<file path="src/rtl/ov5640_cfg_pkg.sv">
// Shared types and constants for the OV5640 configuration path.
// Holds the arbiter state encoding and the register-write word layout.
package ov5640_cfg_pkg;

  typedef enum logic [1:0] {
    StIdle,
    StStart,
    StRelease,
    StDone
  } arb_state_e;

  localparam logic [7:0] OV5640_I2C_ADDR = 8'h78;

  // Write word: {dev_addr[7:0], reg_addr[15:0], reg_val[7:0]}
  localparam int unsigned WORD_W       = 32;
  localparam int unsigned DEV_ADDR_LSB = 24;
  localparam int unsigned REG_ADDR_LSB = 8;
  localparam int unsigned REG_VAL_LSB  = 0;

  typedef struct packed {
    logic       valid;
    logic [1:0] idx;
  } rr_pick_t;

endpackage

</file>
<file path="src/rtl/ov5640_sync_bit.sv">
// Single-bit multi-flop synchronizer for signals from the i2c_com clock domain.
module ov5640_sync_bit #(
  parameter int unsigned SYNC_STAGES = 2
) (
  input  logic clk,
  input  logic rst,
  input  logic d,
  output logic q
);

  logic [SYNC_STAGES-1:0] stages;

  always_ff @(posedge clk) begin
    if (rst) begin
      stages <= '0;
    end else begin
      stages <= SYNC_STAGES'({stages, d});
    end
  end

  assign q = stages[SYNC_STAGES-1];

endmodule

</file>
<file path="src/rtl/ov5640_i2c_arbiter.sv">
// Round-robin arbiter sharing one i2c_com write engine between up to four requesters,
// with start/tr_end handshaking, transfer timeout and per-requester completion status.
module ov5640_i2c_arbiter
  import ov5640_cfg_pkg::*;
#(
  parameter int unsigned N_REQ       = 3,
  parameter int unsigned DATA_W      = WORD_W,
  parameter int unsigned TIMEOUT_CYC = 2000000,
  parameter int unsigned SYNC_STAGES = 2
) (
  input  logic                    clk_25M,
  input  logic                    camera_rst,
  input  logic [N_REQ-1:0]        req,
  input  logic [N_REQ*DATA_W-1:0] req_data,
  output logic [N_REQ-1:0]        done,
  output logic [N_REQ-1:0]        nack,
  output logic                    eng_start,
  output logic [DATA_W-1:0]       eng_data,
  input  logic                    eng_tr_end,
  input  logic                    eng_ack,
  output logic                    busy,
  output logic [1:0]              owner,
  output logic                    timeout_err
);

  localparam int unsigned CNT_W = $clog2(TIMEOUT_CYC);
  localparam logic [CNT_W-1:0] CNT_MAX = CNT_W'(TIMEOUT_CYC - 1);

  arb_state_e       state;
  logic [1:0]       rr_ptr;
  logic [N_REQ-1:0] mask;
  logic [CNT_W-1:0] cnt;
  logic             nack_r;
  logic             tr_s;
  logic             ack_s;
  rr_pick_t         pick;

  ov5640_sync_bit #(.SYNC_STAGES(SYNC_STAGES)) u_sync_tr_end (
    .clk (clk_25M),
    .rst (camera_rst),
    .d   (eng_tr_end),
    .q   (tr_s)
  );

  ov5640_sync_bit #(.SYNC_STAGES(SYNC_STAGES)) u_sync_ack (
    .clk (clk_25M),
    .rst (camera_rst),
    .d   (eng_ack),
    .q   (ack_s)
  );

  // First set bit at or after ptr, wrapping; lowest offset wins.
  function automatic rr_pick_t rr_pick(input logic [N_REQ-1:0] r, input logic [1:0] ptr);
    rr_pick_t p;
    int       k;
    p = '0;
    for (int i = int'(N_REQ) - 1; i >= 0; i--) begin
      k = (int'(ptr) + i) % int'(N_REQ);
      if (r[k]) begin
        p.valid = 1'b1;
        p.idx   = 2'(k);
      end
    end
    return p;
  endfunction

  // The previous owner is hidden for the one IDLE cycle after its done pulse.
  assign pick = rr_pick(req & ~mask, rr_ptr);

  always_ff @(posedge clk_25M) begin
    if (camera_rst) begin
      state       <= StIdle;
      rr_ptr      <= '0;
      mask        <= '0;
      cnt         <= '0;
      nack_r      <= 1'b0;
      eng_start   <= 1'b0;
      eng_data    <= '0;
      done        <= '0;
      nack        <= '0;
      busy        <= 1'b0;
      owner       <= '0;
      timeout_err <= 1'b0;
    end else begin
      done <= '0;
      nack <= '0;
      mask <= '0;
      unique case (state)
        StIdle: begin
          if (pick.valid) begin
            owner    <= pick.idx;
            eng_data <= req_data[int'(pick.idx) * int'(DATA_W) +: DATA_W];
            busy     <= 1'b1;
            cnt      <= '0;
            state    <= StStart;
          end
        end
        StStart: begin
          eng_start <= 1'b1;
          if (tr_s) begin
            nack_r    <= ack_s;
            eng_start <= 1'b0;
            cnt       <= '0;
            state     <= StRelease;
          end else if (cnt == CNT_MAX) begin
            nack_r      <= 1'b1;
            timeout_err <= 1'b1;
            eng_start   <= 1'b0;
            cnt         <= '0;
            state       <= StRelease;
          end else begin
            cnt <= cnt + 1'b1;
          end
        end
        StRelease: begin
          if (!tr_s || cnt == CNT_MAX) begin
            if (tr_s) timeout_err <= 1'b1;
            done[owner] <= 1'b1;
            nack[owner] <= nack_r;
            state       <= StDone;
          end else begin
            cnt <= cnt + 1'b1;
          end
        end
        StDone: begin
          rr_ptr      <= (int'(owner) == int'(N_REQ) - 1) ? 2'd0 : owner + 2'd1;
          mask[owner] <= 1'b1;
          busy        <= 1'b0;
          state       <= StIdle;
        end
        default: state <= StIdle;
      endcase
    end
  end

endmodule

</file>
<file path="config.mk">
export PLATFORM = sky130hd
export DESIGN_NAME = ov5640_i2c_arbiter
export DESIGN_NICKNAME = d
export VERILOG_FILES = /design/src/rtl/ov5640_cfg_pkg.sv /design/src/rtl/ov5640_sync_bit.sv /design/src/rtl/ov5640_i2c_arbiter.sv
export SDC_FILE = /design/constraint.sdc
export NUM_CORES = 1
export LEC_CHECK = 0
export BUFFER_PORTS_ARGS = -buffer_cell sky130_fd_sc_hd__buf_2
export CORE_MARGIN = 1
export CORE_UTILIZATION = 45
export DETAILED_ROUTE_END_ITERATION = 12
export PLACE_DENSITY = 0.74
export SYNTH_ARGS = -nofsm -noshare
export SYNTH_HDL_FRONTEND = slang
export SYNTH_SLANG_ARGS = --single-unit
</file>
<file path="constraint.sdc">
create_clock -name clk_25M -period 3.3 [get_ports clk_25M]
set_input_delay 0.66 -clock clk_25M [delete_from_list [all_inputs] [get_ports clk_25M]]
set_output_delay 0.66 -clock clk_25M [all_outputs]
set_load 0.01 [all_outputs]
</file>
# Word level (Yosys, flattened, before mapping)
# Cells that the tools add are included.
# word_totals
memories,0
ram_bits,0
word_cells,96
romBits,0
inputBits,103
reg_bits,76
out_inout_bits,43
latch_bits,0
# classes
reduce_logical,16
order_cmp,5
mul,0
n_eq_ne,12
mux,35
div_mod_pow,3
add_sub_neg,4
shift,1
n_bitwise,6
# op_table
cell,n
"less-than comparator 32 x 4 -> 1 bit, second input constant",3
indexed part select 96 x 8 -> 32 bit,1
2-to-1 mux 21 bit,4
"modulo 32 x 3 -> 32 bit, second input constant",2
one-hot mux 21 bit (3 select lines),1
"modulo 3 x 3 -> 32 bit, second input constant",1
"adder 21 x 1 -> 21 bit, second input constant",1
"== test 21 bit, second input constant",1
2-to-1 mux 1 bit,15
2-to-1 mux 2 bit,5
"!= test 2 bit, second input constant",5
2-to-1 mux 3 bit,3
one-hot mux 2 bit (4 select lines),1
AND 3 bit,2
binary-select mux 1 bit (select 2 bit),3
"== test 2 bit, second input constant",3
AND reduction 2 bit,3
AND reduction 3 bit,2
nonzero test 2 bit,3
AND reduction 5 bit,1
one-hot mux 1 bit (2 select lines),2
"adder 2 x 1 -> 3 bit, second input constant",1
"adder 2 x 2 -> 3 bit, second input constant",1
"less-than comparator 2 x 3 -> 1 bit, second input constant",1
other kinds (15),17

# Longest topological paths before layout
# Gate-level depths: netlist of run 1.
# depth
depth_word,10
ltp_mapped,11
ltp_nobuf,8

# Hierarchy
# From an unflattened synthesis of run 1, not the netlist that was laid out.
# unflattened
hier_cells,515
hier_area_um2,4186.5
# by_module_without_submodules
mod,area_each_um2,instances,cells_per_inst
ov5640_i2c_arbiter,4081.4,1,507
ov5640_sync_bit,52.6,2,4

# Least setup slack after synthesis of run 1
# Ideal clock, no wire load.
# synth_timing
path_kind,input to register
from,in req[1]
to,reg cnt[14]
t_required_ns,3.230
path_slack_ns,0.949
setup_ns,0.070
arrival_time_ns,2.281
cell_stages,6
cell_sequence,and2b_2 -> o32ai_1 -> a311o_1 -> or3_1 -> or4_1 -> o2bb2ai_1
# synth_between
elab_chain_len,9
word_cells_on_any_way,15
cone_classes,eq/ne: 1; mux: 12; bitwise: 1; reduce/logical: 1
# synth_lines
item,line_no,source
"start, declared",ov5640_i2c_arbiter.sv:13,"input logic [N_REQ-1:0] req,"
AND 3 bit (*),ov5640_i2c_arbiter.sv:68,"assign pick = rr_pick(req & ~mask, rr_ptr);"
binary-select mux 1 bit (select 2 bit),ov5640_i2c_arbiter.sv:59,if (r[k]) begin
2-to-1 mux 1 bit (not written as such) (2 in series),ov5640_i2c_arbiter.sv:59,
2-to-1 mux 3 bit (2 in series),ov5640_i2c_arbiter.sv:59,
2-to-1 mux 3 bit (*),ov5640_i2c_arbiter.sv:59,
!= test 2 bit (no line) (*),--,
AND reduction 3 bit (no line) (*),--,
"end signal, assigned",ov5640_i2c_arbiter.sv:112,cnt <= cnt + 1'b1;
"end signal, assigned",ov5640_i2c_arbiter.sv:122,cnt <= cnt + 1'b1;
"end, declared",ov5640_i2c_arbiter.sv:32,logic [CNT_W-1:0] cnt;
# Every way passes the cells marked *; elsewhere a longest branch is shown, timed or not. The select of a mux whose other input is x is not followed.
# A chain may end at the register's enable or synchronous reset.

# Worst setup path in the final report of run 1
# layout_timing
from,reg state[0]
to,reg cnt[8]
# layout_between
elab_chain_len,3
word_cells_on_any_way,8
cone_classes,eq/ne: 4; mux: 1; reduce/logical: 3
# layout_lines
item,line_no,source
"start, declared",ov5640_i2c_arbiter.sv:29,arb_state_e state;
"start signal, assigned",ov5640_i2c_arbiter.sv:72,state <= StIdle;
"start signal, assigned",ov5640_i2c_arbiter.sv:95,state <= StStart;
"start signal, assigned",ov5640_i2c_arbiter.sv:104,state <= StRelease;
== test 2 bit (tied with other cells),ov5640_i2c_arbiter.sv:88,unique case (state)
!= test 2 bit (no line) or nonzero test 3 bit (tied branches),--,
AND reduction 3 bit (no line),--,
# Several ways; a longest one is shown, not always the timed one.

==> results of run 1 <==
[report_power, final]
group          internal, mW  switching, mW
clock                 0.416          0.315
combinational         0.463          0.651
sequential             1.09          0.101
[synthesized netlist by cell type, types with 2 or more instances]
cell and n:
o21ai_1 3, inv_1 12, nand2_1 82, or3_1 3, nor2b_1 9, a211o_1 2
nand3_1 9, nor3_1 17, o32ai_1 3, nor3b_1 2, nor4_1 4, nor4b_1 2
a22o_1 33, clkbuf_1 22, nand3b_1 2, a211oi_1 4, nand2b_1 4, o21bai_1 3
and2_1 4, xnor2_1 12, o2bb2ai_1 3, a21oi_1 12, buf_2 4, nand4bb_1 2
mux2i_1 2, a31oi_1 32, or2_2 5, dfxtp_1 76, o21ai_0 5, and3_1 4
or4_1 3, nor2_1 60, nand4_1 6, ha_1 9
[logic make-up (layout without fill, tap and decap cells)]
family	Yosys count	in the layout	synth area share [%]
AND/OR/NAND/NOR	225	225	28.1
AO/OA/AOI/OAI	113	113	21.7
XOR/XNOR	12	12	2.75
multiplexers	2	2	0.523
flip-flops	76	76	39.8
adder cells (fa/ha/maj)	10	10	3.20
buffers and inverters	39	176	3.96
[per-stage QoR]
stage          total power, mW  worst slack, ns
6_report                  3.04            0.565
5_1_grt                   3.23            0.322
4_1_cts                   3.05            0.208
3_5_place_dp              2.32            0.134
2_1_floorplan             1.94            0.949
3_3_place_gp              2.29            0.189
[registers in the layout, indices dropped and copies added, names as in the netlist, 3 cells and up]
register  cells
done          3
mask          3
nack          3
eng_data     32
cnt          21
[final timing paths]
| check | startpoint | endpoint | slack [ns] |
|---|---|---|---|
| setup / recovery | state[0] | cnt[8] | 0.57 |
| hold / removal | u_sync_ack.stages[0] | u_sync_ack.stages[1] | 0.44 |
| setup reg to reg | state[0] | cnt[8] | 0.57 |
| hold reg to reg | u_sync_ack.stages[0] | u_sync_ack.stages[1] | 0.44 |
[what timing repair did]
item                                   CTS  global route
endpoints found under the hold margin    0             0
setup endpoints to repair                0            14
resized for setup                        0             1
[per-layer routing]
metal	vias up	share of wire (%)	track usage, %
met2	125	48	36.4
met4	0	1.4	6.41
met1	1790	45	27.1
met5	-	0	0
met3	15	5.4	2.99
li1	1968	-	-
[area by class of cell]
| type | count | area (µm²) | area share [%] |
|---|---|---|---|
| Clock buffer | 9 | 124 | 2.56 |
| Tap cell | 105 | 131 | 2.71 |
| Timing Repair Buffer | 150 | 776 | 16.0 |
| Multi-Input combinational cell | 362 | 2170 | 44.8 |
| Clock inverter | 5 | 78.8 | 1.63 |
| Inverter | 12 | 45.0 | 0.930 |
| Sequential cell | 76 | 1520 | 31.4 |
==> flow_summary.json, run 1 <==
{
  "tritoncts": "done",
  "drv_slew": 0,
  "grt_pass1_wl_mm": 15.1,
  "insertion_delay_ns": 0.33,
  "via_count": 3898,
  "holdWs_ns": 0.440,
  "required_ns": 3.50,
  "insertedDiodeCount": 0,
  "grt_pass1_vias": 3374,
  "antenna_found_initial": 0,
  "grt_overflow": 0,
  "area_delta_synth_final_pct": 26.6,
  "grt_usage_pct": 21.2,
  "synth-edff-count": 0,
  "postCtsHoldBufs": 0,
  "status": "finished clean",
  "cts.path.max_buffers": 2,
  "grt_max_degree": 66,
  "die_w_um": 94.2,
  "cp-end-kind": "flop",
  "synthesis.area_um2": 3830,
  "power.density_nw_per_um2": 627,
  "drt_first_pass_iters": 8,
  "synth.largest_area_cell": "dfxtp_1",
  "critPathKind": "flop to flop",
  "synth_seq_area_share_pct": 39.8,
  "die_y_um": 94.2,
  "final_core_utilization_pct": 59.0,
  "critPathTopFamily": "compound AO/OA/AOI/OAI gates",
  "cts_inserted_buffers": 9,
  "setup_viol": 0,
  "path_max_fanout": 14,
  "place_congestion": 0.854,
  "dieArea_um2": 8880,
  "reg2regPathDepth": 8,
  "clock-root-buffer": "clkbuf_8",
  "dp_hpwl_mm": 7.08,
  "numPortBuffers": 145,
  "critPathSlowestCell": "nor3_2",
  "placed_area_um2": 4640,
  "cp.depth": 8,
  "cts_max_level": 3,
  "num_rows": 33,
  "finalClockSkew_ns": 0.00710,
  "synth_ff_type": "dfxtp_1",
  "wl_per_cell_um": 13.5,
  "max_clock_freq_mhz": 366,
  "drtIter0Drc": 176,
  "tns_ns": 0,
  "nFillCells": 751,
  "syn_nets": 589,
  "critPathLaunchType": "flop",
  "cp_slowest_stage_delay_ns": 0.58,
  "final_cells": 719,
  "drc_errors": 0,
  "path_cells": "inv_1 -> ha_1 -> nand2_1 -> a2111oi_0 -> a311o_1 -> nor3_2 -> a21o_1 -> nor2_1",
  "tightest_slew_ns": 1.02,
  "final_common_cell": "buf_2",
  "hold_violations": 0,
  "cts.sinks": 76,
  "mostFrequentLayoutCells": "buf_2 (145), nand2_1 (82), dfxtp_1 (76), nor2_1 (58), a22o_1 (33)",
  "initial_core_util_pct": 46.6,
  "slew_headroom_pct": 31.7,
  "hp-class": "flop to flop",
  "cts_setup_buffers": 0,
  "place_inst": 705,
  "synthCells": 477,
  "routed_via_density": 5.42,
  "finalWirelength_mm": 9.67,
  "whs_path_depth": 1,
  "rsz0062_at_grt": "no",
  "synth.area.top_cells": "dfxtp_1 (40%), nand2_1 (8.0%), a22o_1 (7.6%), nor2_1 (5.9%), a31oi_1 (5.2%)",
  "syn_avg_cell_area_um2": 8.02,
  "irDropWorstVdd_mv": 0.317,
  "ys_ff_latch": 76,
  "yosysWarnings": 0,
  "clk_pin_slew_ns": 0.07,
  "core_um2": 8220,
  "min_period_ns": 2.73,
  "max_cap_violations": 0,
  "antenna_left": 0,
  "worstPathArrival_ns": 2.94,
  "yosysTopAreaCellShare_pct": 39.8,
  "final_nets": 723,
  "async_flop_share_pct": 0,
  "io_pins": 146,
  "ys_types": 56,
  "path_buf_inv": 1,
  "period_share_pct": 82.9,
  "final_area_um2": 4840,
  "drive_gt1_share_pct": 29.5,
  "power.leakage_nw": 2.16
}
No activity file was read; power rests on OpenSTA's default activity.
==> run 2: changes to the inputs <==
clock period = 2.6 ns   (was 3.3 ns; I/O delays follow)
==> run 2 against run 1 <==
  * Non-clock buffer count rose by 6
  * Clock skew increased by 0.0032 ns
  * Register-to-register slack got worse by 0.46 ns
==> flow_summary.json, run 2 (same netlist as run 1, synthesis figures left out) <==
{
  "min_period_ns": 2.49,
  "initial_core_util_pct": 46.6,
  "place_congestion": 0.908,
  "hp-class": "input pin to flop",
  "wl_met3_um": 528,
  "max_clock_freq_mhz": 401,
  "wl_per_cell_um": 13.5,
  "grt_overflow": 0,
  "routed_via_density": 5.46,
  "dp_hpwl_mm": 7.15,
  "io_pins": 146,
  "num_rows": 33,
  "clk_pin_slew_ns": 0.08,
  "critPathKind": "flop to flop",
  "cts_resized": 0,
  "drt_first_pass_iters": 4,
  "wl_met2_mm": 4.88,
  "grt_max_degree": 66,
  "grt_pass1_wl_mm": 15.3,
  "final_nets": 729,
  "setup_viol": 0,
  "grt_pass1_vias": 3397,
  "clock-root-buffer": "clkbuf_8",
  "drv_slew": 0,
  "insertedDiodeCount": 0,
  "critPathLaunchType": "flop",
  "irDropWorstVdd_mv": 0.309,
  "numPortBuffers": 145,
  "path_max_fanout": 6,
  "ff_latch_area_um2": 1520,
  "required_ns": 2.86,
  "final_core_utilization_pct": 59.2,
  "power.leakage_nw": 2.17,
  "die_w_um": 94.2,
  "reg.largest.list": "eng_data x32, cnt x21",
  "dieArea_um2": 8880,
  "nFillCells": 763,
  "multi_input_area_um2": 2160,
  "cts.path.max_buffers": 2,
  "placed_area_um2": 4690,
  "insertion_delay_ns": 0.34,
  "tns_ns": 0,
  "cts_max_level": 3,
  "status": "finished clean",
  "drtIter0Drc": 187,
  "whs_path_depth": 2,
  "slew_headroom_pct": 58.7,
  "cp-end-kind": "flop",
  "antenna_left": 0,
  "reg2regPathDepth": 8,
  "postCtsHoldBufs": 0,
  "core_um2": 8220,
  "via_count": 3972,
  "period_share_pct": 95.9,
  "tightest_slew_ns": 0.615,
  "die_y_um": 94.2,
  "mostFrequentLayoutCells": "buf_2 (145), nand2_1 (82), dfxtp_1 (76), nor2_1 (58), a22o_1 (33)",
  "rsz0062_at_grt": "no",
  "power.density_nw_per_um2": 767,
  "finalWirelength_mm": 9.84,
  "final_common_cell": "buf_2",
  "tritoncts": "done",
  "worstPathArrival_ns": 2.76,
  "top_layer_used": "met4",
  "grt_usage_pct": 21.5,
  "drive_gt1_share_pct": 29.9,
  "max_cap_violations": 0,
  "largest_reg_flops": 32,
  "cts_inserted_buffers": 9,
  "cts_setup_buffers": 0,
  "regMostFlops": "eng_data",
  "hold_violations": 0,
  "finalClockSkew_ns": 0.0103,
  "antenna_found_initial": 0,
  "area_delta_synth_final_pct": 27.1,
  "holdWs_ns": 0.391,
  "cts.sinks": 76,
  "drc_errors": 0,
  "final_area_um2": 4860,
  "wl_met1_mm": 4.27
}
-- run 2: worst paths after layout --
check,from,endpoint,slack (ns)
max,state[1],cnt[14],0.11
min,eng_tr_end,u_sync_tr_end.stages[0],0.39
max reg2reg,state[1],cnt[14],0.11
min reg2reg,u_sync_ack.stages[0],u_sync_ack.stages[1],0.45
-- run 2: critical path, cell delays in order (launching register included) --
cell	delay, ns
dfxtp_1	0.42
inv_1	0.11
ha_1	0.27
nand2_1	0.12
a2111oi_0	0.10
a311o_1	0.40
or3_1	0.38
or4_1	0.44
o2bb2ai_1	0.18
-- run 2: layout make-up --
| class | count | area share (%) |
|---|---|---|
| clock inverters | 5 | 0.772 |
| clock buffers | 11 | 2.70 |
| flip-flops and latches | 76 | 31.3 |
| multi-input cells | 362 | 44.5 |
| inverters | 12 | 0.926 |
| well taps | 105 | 2.70 |
| repair buffers | 156 | 17.1 |
-- run 2: per-stage QoR --
stage	setup WS [ns]	std cells	power, mW
3_3_place_gp	0.234	711	2.93
4_1_cts	0.117	727	3.76
2_1_floorplan	0.307	477	2.46
5_1_grt	0.0148	727	3.98
6_report	0.107	727	3.73
3_5_place_dp	0.140	711	2.97
-- run 2: where the power goes --
group / leakage [nW] / internal [mW] / total [mW] / switching, mW
Clock: 0.0799 / 0.350 / 0.781 / 0.431
Combinational: 1.47 / 0.606 / 1.44 / 0.833
Sequential: 0.621 / 1.38 / 1.51 / 0.127
Total: 2.17 / 2.34 / 3.73 / 1.39
-- run 2: metal layers --
layer	vias up	track usage [%]
met2	132	36.6
met3	16	3.80
li1	1979	-
met1	1845	26.7
met4	0	8.85
met5	-	0
==> run 3: changes to the inputs <==
ABC_AREA = 1   (was default)
PLACE_DENSITY = 0.72   (was 0.74)
==> run 3 against run 2 <==
  * Cell count grew 37%
  * Register-to-register slack gained 0.21 ns
  * Wire length grew 30%
  * Critical path type unchanged
  * Synthesized area grew 19%
  * Non-clock buffer count is the same
  * First-iteration DRC count grew 24%
  * Cell area grew 14%
  * Highest routed layer unchanged
  * Maximum frequency grew 9.4%
  * Clock power grew 28%
==> flow_summary.json, run 3 <==
{
  "synthesis.area_um2": 4540,
  "nFillCells": 954,
  "synth-edff-count": 0,
  "place_congestion": 0.848,
  "path_max_fanout": 19,
  "drt_first_pass_iters": 5,
  "holdWs_ns": 0.368,
  "grt_busiest_layer": "met2",
  "drive_gt1_share_pct": 22.7,
  "syn_avg_cell_area_um2": 6.28,
  "yosysTopAreaCellShare_pct": 33.5,
  "irDropWorstVdd_mv": 0.496,
  "path_buf_inv": 2,
  "min_period_ns": 2.28,
  "cts_inserted_buffers": 9,
  "seq_power_share_pct": 31.5,
  "hp-class": "input pin to flop",
  "path_cells": "inv_1 -> ha_1 -> inv_1 -> nand3_1 -> nand3_2 -> nand2_2 -> nand2_1 -> nand2_1 -> nand2_4 -> nand2_4 -> nor2_8 -> nand2_1 -> nand2_1 -> nor2_1 -> nor2_1",
  "area_delta_synth_final_pct": 22.5,
  "drc_errors": 0,
  "insertion_delay_ns": 0.35,
  "cp-end-kind": "flop",
  "num_rows": 36,
  "final_nets": 971,
  "grt_max_degree": 34,
  "regMostFlops": "eng_data",
  "clk_pin_slew_ns": 0.09,
  "die_w_um": 102,
  "mostFrequentLayoutCells": "nand2_1 (220), buf_2 (145), inv_1 (88), nor2_1 (84), dfxtp_1 (76)",
  "dieArea_um2": 10500,
  "critPathTopFamily": "simple AND/OR/NAND/NOR gates",
  "place_inst": 981,
  "final_area_um2": 5570,
  "tns_ns": 0,
  "synth.largest_area_cell": "dfxtp_1",
  "routed_via_density": 4.99,
  "antenna_found_initial": 0,
  "critPathKind": "flop to flop",
  "core_um2": 9770,
  "cts_setup_buffers": 0,
  "syn_nets": 835,
  "io_pins": 146,
  "period_share_pct": 87.7,
  "final_common_cell": "nand2_1",
  "insertedDiodeCount": 0,
  "use_met3_pct": 5.54,
  "synth.area.top_cells": "dfxtp_1 (33%), nand2_1 (18%), nand3_1 (7.7%), inv_1 (7.3%), nor2_1 (6.9%)",
  "clock-root-buffer": "clkbuf_8",
  "largest_reg_flops": 32,
  "synth_seq_area_share_pct": 33.5,
  "cp_slowest_stage_delay_ns": 0.36,
  "setup_viol": 0,
  "async_flop_share_pct": 0,
  "drv_slew": 0,
  "p_sw_mw": 2.34,
  "reg.largest.list": "eng_data x32, cnt x21",
  "crit_top_cell": "nand2_1",
  "via_count": 4977,
  "cts.path.max_buffers": 2,
  "p_sw_share_pct": 44.7,
  "synthCells": 723,
  "wl_per_cell_um": 12.8,
  "initial_core_util_pct": 46.5,
  "grt_pass1_vias": 4848,
  "synth_common_cells": "nand2_1 (220), inv_1 (88), nor2_1 (84)",
  "multi_input_area_um2": 2500,
  "finalClockSkew_ns": 0.00877,
  "critPathLaunchType": "flop",
  "grt_pass1_wl_mm": 21.3,
  "ys_types": 37,
  "grt_use_met1_pct": 31.9,
  "comb_power_share_pct": 49.3,
  "drtIter0Drc": 231,
  "cts_resized": 0,
  "p_int_mw": 2.89,
  "hold_violations": 0,
  "antenna_left": 0,
  "placed_area_um2": 5350,
  "ys_ff_latch": 76,
  "synth_ff_type": "dfxtp_1",
  "yosysMostFrequentCell": "nand2_1",
  "status": "finished clean",
  "yosysWarnings": 0,
  "numPortBuffers": 145,
  "grt_overflow": 0,
  "grt_usage_pct": 25.7,
  "max_clock_freq_mhz": 439,
  "rsz0062_at_grt": "no",
  "power.density_nw_per_um2": 939,
  "die_y_um": 102,
  "power.leakage_nw": 2.90,
  "use_met2_pct": 43.3,
  "postCtsHoldBufs": 0,
  "required_ns": 2.89,
  "worstPathArrival_ns": 2.57,
  "cts.sinks": 76,
  "tritoncts": "done",
  "finalPower_mw": 5.23,
  "tightest_slew_ns": 0.795,
  "cts_max_level": 3,
  "max_cap_violations": 0,
  "critPathSlowestCell": "ha_1",
  "final_cells": 997,
  "slew_headroom_pct": 46.9,
  "ff_latch_area_um2": 1520,
  "dp_hpwl_mm": 9.59,
  "finalWirelength_mm": 12.8,
  "clkPwrFrac_pct": 19.2
}
run 3: cell types whose count changed after synthesis, moves of 25 or more:
cell,delta
nand2_1,+138
a31oi_1,-31
a22o_1,-33
inv_1,+76
a21oi_1,+25
nand3_1,+61
run 3: final timing paths:
kind | from | endpoint | slack (ns) | cells past startpoint
max reg2reg | rr_ptr[0] | eng_data[12] | 0.32 | 15
min | eng_ack | u_sync_ack.stages[0] | 0.37 | 3
min reg2reg | u_sync_tr_end.stages[0] | u_sync_tr_end.stages[1] | 0.42 | 2
max | rr_ptr[0] | eng_data[12] | 0.32 | 15
run 3: worst register-to-register path, delay by kind of cell, from the launching register on:
kind / cells / cell delay [ns]
flip-flops: 1 / 0.34
adder cells (fa/ha/maj): 1 / 0.36
buffers and inverters: 2 / 0.17
AND/OR/NAND/NOR: 12 / 1.37
run 3: logic make-up (layout without fill, tap and decap cells):
kind of cell / after synthesis / after routing / share of synthesized area (%)
AND/OR/NAND/NOR: 427 / 427 / 41.4
buffers and inverters: 122 / 263 / 11.5
AO/OA/AOI/OAI: 86 / 86 / 10.6
flip-flops: 76 / 76 / 33.5
adder cells (fa/ha/maj): 9 / 9 / 2.48
XOR/XNOR: 3 / 3 / 0.578
run 3: power groups by stage:
stage	Sequential [mW]	Clock, mW	Combinational, mW
2_1_floorplan	1.76	0	1.73
3_3_place_gp	1.65	0	2.52
3_5_place_dp	1.65	0	2.57
4_1_cts	1.64	1.01	2.57
5_1_grt	1.68	1.07	2.90
6_report	1.65	1.00	2.58
run 3: final cells by class:
type / instances / share of cell area, %
clock buffer: 10 / 2.29
clock inverter: 6 / 1.60
inverter: 91 / 6.14
multi-input combinational: 525 / 44.9
sequential: 76 / 27.3
tap: 133 / 2.99
timing repair buffer: 156 / 14.7
run 3: per-layer routing:
metal,share of wire (%),up-vias,routed length (µm)
met5,0,-,0
met4,1.8,0,235
met3,5.8,24,741
met2,47,179,6080
met1,45,2210,5750
li1,-,2564,-
run 3: per-stage QoR:
step	setup slack, ns	util (%)
after floorplan	0.738	-
final	0.321	57.0
after detailed placement	0.355	54.7
after CTS	0.313	57.0
after global routing	0.0996	57.0
after global placement	0.471	54.7
